<file path="src/rtl/pe_pkg.sv">
// Shared types and clamp limits for the double-buffered-weight MAC processing element.
// The stage-1 record is sized to the widest supported accumulator; instances use its low bits.
package pe_pkg;

  localparam int PE_MAX_W = 64;

  typedef enum logic {
    WB_EMPTY = 1'b0,
    WB_FULL  = 1'b1
  } wb_state_e;

  typedef struct packed {
    logic                vld;
    logic [PE_MAX_W-1:0] prod;
    logic [PE_MAX_W-1:0] psum;
  } stage1_t;

  function automatic logic [PE_MAX_W-1:0] acc_sat_max(input int aw, input int sgn);
    logic [PE_MAX_W-1:0] one;
    one = {{(PE_MAX_W-1){1'b0}}, 1'b1};
    if (sgn != 0)
      return (one << (aw - 1)) - one;
    else if (aw >= PE_MAX_W)
      return '1;
    else
      return (one << aw) - one;
  endfunction

  // Low aw bits of the signed result form the two's-complement minimum 100..0.
  function automatic logic [PE_MAX_W-1:0] acc_sat_min(input int aw, input int sgn);
    logic [PE_MAX_W-1:0] one;
    one = {{(PE_MAX_W-1){1'b0}}, 1'b1};
    if (sgn != 0)
      return ~((one << (aw - 1)) - one);
    else
      return '0;
  endfunction

endpackage

</file>
<file path="src/rtl/pe_sat_add.sv">
// Combinational extend + add + optional clamp of a product onto a partial sum.
// The sum is formed one bit wider than the accumulator, so it is always exact.
module pe_sat_add
  import pe_pkg::*;
#(
  parameter int ACCWIDTH  = 24,
  parameter int PRODWIDTH = 16,
  parameter int SIGNED    = 1,
  parameter int SATURATE  = 0
) (
  input  logic [PRODWIDTH-1:0] prod,
  input  logic [ACCWIDTH-1:0]  psum,
  output logic [ACCWIDTH-1:0]  sum,
  output logic                 ovf
);

  localparam logic [PE_MAX_W-1:0] SAT_MAX_W = acc_sat_max(ACCWIDTH, SIGNED);
  localparam logic [PE_MAX_W-1:0] SAT_MIN_W = acc_sat_min(ACCWIDTH, SIGNED);
  localparam logic [ACCWIDTH-1:0] SAT_MAX   = SAT_MAX_W[ACCWIDTH-1:0];
  localparam logic [ACCWIDTH-1:0] SAT_MIN   = SAT_MIN_W[ACCWIDTH-1:0];

  logic                       sx_prod;
  logic                       sx_psum;
  logic signed [ACCWIDTH:0]   prod_x;
  logic signed [ACCWIDTH:0]   psum_x;
  logic signed [ACCWIDTH:0]   sum_x;

  assign sx_prod = (SIGNED != 0) && prod[PRODWIDTH-1];
  assign sx_psum = (SIGNED != 0) && psum[ACCWIDTH-1];
  assign prod_x  = {{(ACCWIDTH+1-PRODWIDTH){sx_prod}}, prod};
  assign psum_x  = {sx_psum, psum};
  assign sum_x   = prod_x + psum_x;

  always_comb begin
    ovf = (SIGNED != 0) ? (sum_x[ACCWIDTH] ^ sum_x[ACCWIDTH-1]) : sum_x[ACCWIDTH];
    sum = sum_x[ACCWIDTH-1:0];
    if (ovf && (SATURATE != 0)) begin
      // Unsigned sums can only exceed the top, so only the signed case can clamp low.
      if ((SIGNED != 0) && sum_x[ACCWIDTH])
        sum = SAT_MIN;
      else
        sum = SAT_MAX;
    end
  end

endmodule

</file>
<file path="src/rtl/pe_dbw_mac.sv">
// Weight-stationary systolic MAC PE with shadow/active weight double buffer,
// optional multiply pipeline stage, wrap/saturate accumulation and sticky overflow.
module pe_dbw_mac
  import pe_pkg::*;
#(
  parameter int DATAWIDTH = 8,
  parameter int ACCWIDTH  = 3 * DATAWIDTH,
  parameter int SIGNED    = 1,
  parameter int PIPE_MUL  = 1,
  parameter int SATURATE  = 0
) (
  input  logic                 clk,
  input  logic                 rst_n,
  input  logic                 wt_load,
  input  logic [DATAWIDTH-1:0] wt,
  input  logic                 wt_swap,
  output logic [DATAWIDTH-1:0] wt_out,
  output logic                 wt_load_out,
  input  logic                 valid_in,
  input  logic [DATAWIDTH-1:0] in_A,
  input  logic [ACCWIDTH-1:0]  in_B,
  output logic [DATAWIDTH-1:0] out_A,
  output logic                 valid_out,
  output logic [ACCWIDTH-1:0]  out_D,
  output logic                 ovf,
  input  logic                 clr_ovf
);

  localparam int PRODW = 2 * DATAWIDTH;

  wb_state_e            wb_state;
  logic [DATAWIDTH-1:0] active_w;
  logic [DATAWIDTH-1:0] shadow_w;
  logic                 do_swap;

  assign do_swap = wt_swap && (wb_state == WB_FULL);

  always_ff @(posedge clk or negedge rst_n) begin
    if (!rst_n) begin
      wb_state <= WB_EMPTY;
      active_w <= '0;
      shadow_w <= '0;
    end else begin
      if (do_swap)
        active_w <= shadow_w;
      // A load in the swap cycle refills the shadow just vacated.
      if (wt_load) begin
        shadow_w <= wt;
        wb_state <= WB_FULL;
      end else if (do_swap) begin
        wb_state <= WB_EMPTY;
      end
    end
  end

  always_ff @(posedge clk or negedge rst_n) begin
    if (!rst_n) begin
      wt_out      <= '0;
      wt_load_out <= 1'b0;
      out_A       <= '0;
    end else begin
      wt_out      <= wt;
      wt_load_out <= wt_load;
      out_A       <= in_A;
    end
  end

  // Stage p0: multiply against the active weight as it stands this cycle.
  logic signed [PRODW-1:0] a_ext_p0;
  logic signed [PRODW-1:0] w_ext_p0;
  logic signed [PRODW-1:0] prod_p0;

  assign a_ext_p0 = {{DATAWIDTH{(SIGNED != 0) && in_A[DATAWIDTH-1]}}, in_A};
  assign w_ext_p0 = {{DATAWIDTH{(SIGNED != 0) && active_w[DATAWIDTH-1]}}, active_w};
  assign prod_p0  = a_ext_p0 * w_ext_p0;

  logic                vld_p1;
  logic [PRODW-1:0]    prod_p1;
  logic [ACCWIDTH-1:0] psum_p1;

  // Stage p1: optional product register.
  if (PIPE_MUL != 0) begin : g_pipe
    stage1_t s1_p1;
    logic    unused_s1_hi;

    always_ff @(posedge clk or negedge rst_n) begin
      if (!rst_n) begin
        s1_p1 <= '0;
      end else begin
        s1_p1.vld <= valid_in;
        if (valid_in) begin
          s1_p1.prod <= {{(PE_MAX_W-PRODW){1'b0}}, prod_p0};
          s1_p1.psum <= {{(PE_MAX_W-ACCWIDTH){1'b0}}, in_B};
        end
      end
    end

    assign vld_p1       = s1_p1.vld;
    assign prod_p1      = s1_p1.prod[PRODW-1:0];
    assign psum_p1      = s1_p1.psum[ACCWIDTH-1:0];
    assign unused_s1_hi = ^{s1_p1.prod[PE_MAX_W-1:PRODW], s1_p1.psum[PE_MAX_W-1:ACCWIDTH]};
  end else begin : g_nopipe
    assign vld_p1  = valid_in;
    assign prod_p1 = prod_p0;
    assign psum_p1 = in_B;
  end

  logic [ACCWIDTH-1:0] sum_p1;
  logic                add_ovf_p1;

  pe_sat_add #(
    .ACCWIDTH (ACCWIDTH),
    .PRODWIDTH(PRODW),
    .SIGNED   (SIGNED),
    .SATURATE (SATURATE)
  ) u_sat_add (
    .prod(prod_p1),
    .psum(psum_p1),
    .sum (sum_p1),
    .ovf (add_ovf_p1)
  );

  // Stage p2: output register; out_D holds between valid results.
  always_ff @(posedge clk or negedge rst_n) begin
    if (!rst_n) begin
      valid_out <= 1'b0;
      out_D     <= '0;
      ovf       <= 1'b0;
    end else begin
      valid_out <= vld_p1;
      if (vld_p1)
        out_D <= sum_p1;
      if (vld_p1 && add_ovf_p1)
        ovf <= 1'b1;
      else if (clr_ovf)
        ovf <= 1'b0;
    end
  end

endmodule

</file>
<file path="config.mk">
export PLATFORM = sky130hd
export DESIGN_NAME = pe_dbw_mac
export DESIGN_NICKNAME = d
export VERILOG_FILES = /design/src/rtl/pe_pkg.sv /design/src/rtl/pe_sat_add.sv /design/src/rtl/pe_dbw_mac.sv
export SDC_FILE = /design/constraint.sdc
export NUM_CORES = 1
export LEC_CHECK = 0
export CAP_MARGIN = 5
export CORE_ASPECT_RATIO = 1.4
export CORE_UTILIZATION = 57
export DETAILED_ROUTE_END_ITERATION = 7
export HOLD_SLACK_MARGIN = 0.06
export PLACE_DENSITY = 0.81
export REMOVE_ABC_BUFFERS = 1
export SLEW_MARGIN = 20
export SYNTH_ARGS = -nofsm -noshare
export SYNTH_HDL_FRONTEND = slang
export SYNTH_HIERARCHICAL = 1
export SYNTH_SLANG_ARGS = --single-unit
</file>
<file path="constraint.sdc">
create_clock -name clk -period 6.2 [get_ports clk]
set_input_delay 0.62 -clock clk [delete_from_list [all_inputs] [get_ports clk]]
set_output_delay 0.62 -clock clk [all_outputs]
set_load 0.005 [all_outputs]
</file>
-- After elaboration in Yosys (flattened, before gate mapping)
Index checks and enable logic that the tools add are counted.
- bitwise gates (word level): 1
- add/sub/neg operators: 1
- multiplexer cells: 4
- multipliers: 1
- reductions and logical operators: 4
- operators with widths (kind ; number):
    $add 16x24->25 ; 1
    $mul 8x8->16 ; 1
    $mux 1 ; 4
    $reduce_bool 2->1 ; 2
    $logic_and 1x1->1 ; 2
    $xor 1x1->1 ; 1
- bits of input ports: 46
- bits in registers: 101
- logic and storage cells: 23

-- Longest topological paths before layout
- word-level depth: 4
- mapped depth: 18
- gate-level depth less buffers: 18

-- Hierarchy
Netlist, hierarchy kept.
- by module, submodules not included (module ; cells each ; area an instance (µm²) ; instances):
    pe_dbw_mac ; 483 ; 5994.5 ; 1
    pe_sat_add ; 185 ; 1331.3 ; 1

-- Worst setup path before layout
OpenSTA, ideal clock, no wires.
- path kind: input-to-reg
- start: in in_A[7]
- end: reg, netlist name g_pipe.s1_p1[78]
- data arrival time: 4439 ps
- stages on the path: 14
- path buffers: 0
- data required time: 6108 ps
- setup slack: 1670 ps
- cell sequence: and2_1 -> fa_1 -> inv_1 -> fa_1 -> inv_1 -> fa_1 -> inv_1 -> fa_1 -> inv_1 -> ha_1 -> a211o_2 -> o311a_1 -> o21a_1 -> o31ai_2
- word-level cells in the longest chain between the ends: 1
- RTL lines (what ; line ; RTL):
    start, declared ; pe_dbw_mac.sv:20 ; input logic [DATAWIDTH-1:0] in_A,
    $mul 8x8->16 ; pe_dbw_mac.sv:75 ; assign prod_p0 = a_ext_p0 * w_ext_p0;
Every way passes these cells.
A chain may end at the register's enable or synchronous reset.

-- Worst setup path in the final report
- start: in in_A[7]
- end: reg, netlist name g_pipe.s1_p1[79]
- word-level cells in the longest chain between the ends: 1
- RTL lines (what ; line):
    $mul 8x8->16 ; pe_dbw_mac.sv:75
Every way passes these cells.

==> results.py <==
metrics = {
    "logic_synthesis": {
        "synth_edf_count": 0,
        "synthSimpleGateAreaFrac_pct": 9.44,
        "synth_compound_area_share_pct": 10.8,
        "ys_seq_area_share_pct": 34.5,
        "ys_seq_elements": 101,
        "synth.avg_cell_area_um2": 11.0,
        "synth_cell_types": 54,
        "yosys_warnings": 6,
        "syn_area_um2": 7330,
        "synthArstFlopShare_pct": 100,
        "synth_top_family_by_area": "adder cells",
        "synth_xor_area_share_pct": 4.06,
        "synth-adder-area-share_pct": 24.4,
        "ys.flop_type": "dfrtp_1",
        "synth_mux_area_share_pct": 11.5,
        "netlist_instances": 668,
    },
    "layout": {
        "final_common_cell": "dfrtp_1",
        "layout_common_cells": "101 x dfrtp_1, 91 x inv_1, 86 x clkdlybuf4s50_1",
        "num_antenna_cells": 0,
        "areaGrowthSynthToFinish_pct": 17.8,
        "fin_nets": 911,
        "fin_util_pct": 69.4,
        "fillers": 925,
        "drive_gt1_share_pct": 13.8,
    },
    "critical_path": {
        "cp-end-kind": "flop",
        "start_kind": "input port",
        "worstSetupPathType": "input port to flop",
        "worstPathArrival_ns": 5.24,
        "required_ns": 6.39,
        "crit_fanout": 9,
    },
    "sta": {
        "setup_viol": 0,
        "fin_crit_ns": 5.05,
        "rsz0062_at_grt": "no",
        "finalHoldViolations": 0,
        "period_share_pct": 81.4,
        "setup-tns-final_ns": 0,
        "fmax_mhz": 198,
        "finalMaxSlewViolations": 0,
        "skew_ns": 0.00867,
        "holdWs_ns": 0.237,
        "maxSlewHeadroom_pct": 31.3,
        "worst_pin_slew_ns": 1.03,
    },
    "global_route": {
        "grt_pass1_vias": 5582,
        "antenna_found_initial": 0,
        "grt_max_degree": 62,
        "grt.overflow.total": 0,
        "grt_pass1_wl_um": 25800,
        "track_usage_pct": 24.5,
    },
    "clocking": {
        "cts_made_buffers": 9,
        "clk_pin_slew_worst_paths_ns": 0.07,
        "cts_buffer_depth": 2,
        "cts_setup_buffers": 0,
        "clock_latency_ns": 0.35,
        "cts_resized": 0,
        "cts_tree": "built",
        "cts_sinks": 101,
        "hold_buffers": 0,
        "htreeDepth": 3,
        "cts_root_buf": "clkbuf_16",
    },
    "die": {
        "design.die.area_um2": 13300,
        "ios": 89,
        "fp.dieH_um": 136,
        "die_width_um": 97.8,
        "core_area_um2": 12400,
        "initial_core_util_pct": 58.9,
        "rows": 48,
    },
    "route": {
        "ant_nets": 0,
        "remaining_drc_errors": 12,
        "drt-initial-drc-count": 197,
        "wl_per_cell_um": 16.6,
        "via_per_inst": 5.67,
        "dr_total_vias": 5167,
        "drt-total-wl_um": 15100,
        "firstDrtPassIters": 6,
    },
    "placement": {
        "portBuffers": 88,
        "place_hpwl_um": 11900,
        "gp_congestion": 0.918,
    },
    "outcome": {
        "status": "finished, violations left",
        "violations": "design-rule violations",
    },
    "hold_path": {
        "hold_class": "input port to asynchronous set/reset pin",
    },
    "power": {
        "ir_drop_mv": 0.315,
        "power.density_nw_per_um2": 578,
        "p_leak_nw": 3.94,
    },
    "flow_run": {
        "cap_violations": 0,
    },
}
critical path: stages:
cell	delay (ns)
clkdlybuf4s50_1	0.54
and2_1	0.26
fa_1	0.55
inv_1	0.14
fa_1	0.56
inv_1	0.06
fa_1	0.53
inv_1	0.05
fa_1	0.52
inv_1	0.04
ha_1	0.34
o21ai_0	0.18
nor2_1	0.18
o211ai_1	0.17
a32oi_1	0.26
xnor2_1	0.14
a21oi_1	0.09
cells in the mapped netlist (3+ instances only):
| cell type | count | area share, % |
|---|---|---|
| dfrtp_1 | 101 | 35 |
| inv_1 | 91 | 4.7 |
| mux2_2 | 75 | 12 |
| fa_1 | 56 | 15 |
| ha_1 | 53 | 9.1 |
| and2_1 | 49 | 4.2 |
| nand2_1 | 33 | 1.7 |
| a21oi_1 | 31 | 2.1 |
| xnor2_1 | 26 | 3.1 |
| nor2_1 | 19 | 0.97 |
| o21ai_0 | 19 | 1.3 |
| a21o_1 | 13 | 1.3 |
| nor2b_1 | 9 | 0.77 |
| xor2_1 | 8 | 0.96 |
| a211oi_1 | 6 | 0.61 |
| nand2b_1 | 6 | 0.51 |
| nor3_1 | 6 | 0.41 |
| o211ai_1 | 6 | 0.61 |
| clkbuf_1 | 5 | 0.26 |
| nand3_1 | 5 | 0.34 |
| buf_1 | 4 | 0.20 |
| o21a_1 | 4 | 0.41 |
| o21ai_2 | 3 | 0.36 |
routing by layer:
layer | share of wire, % | global-route usage, % | wire length (um)
met1 | 40 | 27.4 | 6080
met2 | 55 | 47.2 | 8250
met3 | 3.1 | 3.65 | 474
met4 | 2.2 | 8.50 | 327
met5 | 0 | 0 | 0
registers in the layout, summed over array words and instances, names as in the netlist, 8 cells and up:
| signal | count |
|---|---|
| wt_out | 8 |
| out_D | 24 |
| active_w | 8 |
| shadow_w | 8 |
| g_pipe.s1_p1 | 40 |
| out_A | 8 |
power by group:
part | internal (W) | switching [W] | total [W]
sequential | 0.000851 | 0.000128 | 0.000979
clock | 0.000280 | 0.000262 | 0.000543
combinational | 0.00165 | 0.00181 | 0.00347
logic make-up after synthesis:
kind of cell             count (synthesis)
AO/OA/AOI/OAI                          114
multiplexers                            75
adder cells (fa/ha/maj)                109
AND/OR/NAND/NOR                        132
flip-flops                             101
buffers and inverters                  103
XOR/XNOR                                34
metrics by stage:
step                      setup slack [ns]  area [um2]  std cells  total power (W)
after detailed placement             0.819        8350        895          0.00440
after CTS                             1.17        8630        911          0.00501
after global routing                 0.868        8630        911          0.00546
after global placement               0.977        8350        895          0.00419
final                                 1.15        8630        911          0.00499
after floorplan                       1.67        7280        656          0.00354
final timing paths:
kind	startpoint	to	slack [ns]	depth (start not counted)
hold reg to reg	wb_state$_DFFE_PN0P_	wb_state$_DFFE_PN0P_	0.48	1
min in group clk	wb_state$_DFFE_PN0P_	wb_state$_DFFE_PN0P_	0.48	1
setup / recovery	in_A[7]	g_pipe.s1_p1[79]$_DFFE_PN0P_	1.15	17
max in group asynchronous	rst_n	active_w[2]$_DFFE_PN0P_	4.79	2
hold / removal	rst_n	out_D[20]$_DFFE_PN0P_	0.24	1
setup reg to reg	active_w[3]$_DFFE_PN0P_	g_pipe.s1_p1[79]$_DFFE_PN0P_	1.47	16
layout make-up:
type	instances	area [um2]	share of cell area, %
clock buffer	10	229	2.65
clock inverter	6	55.1	0.638
inverter	91	342	3.96
multi-input combinational	464	4410	51.1
sequential	101	2530	29.3
tap	150	188	2.17
timing repair buffer	89	881	10.2
No activity file was read; power rests on OpenSTA's default activity.
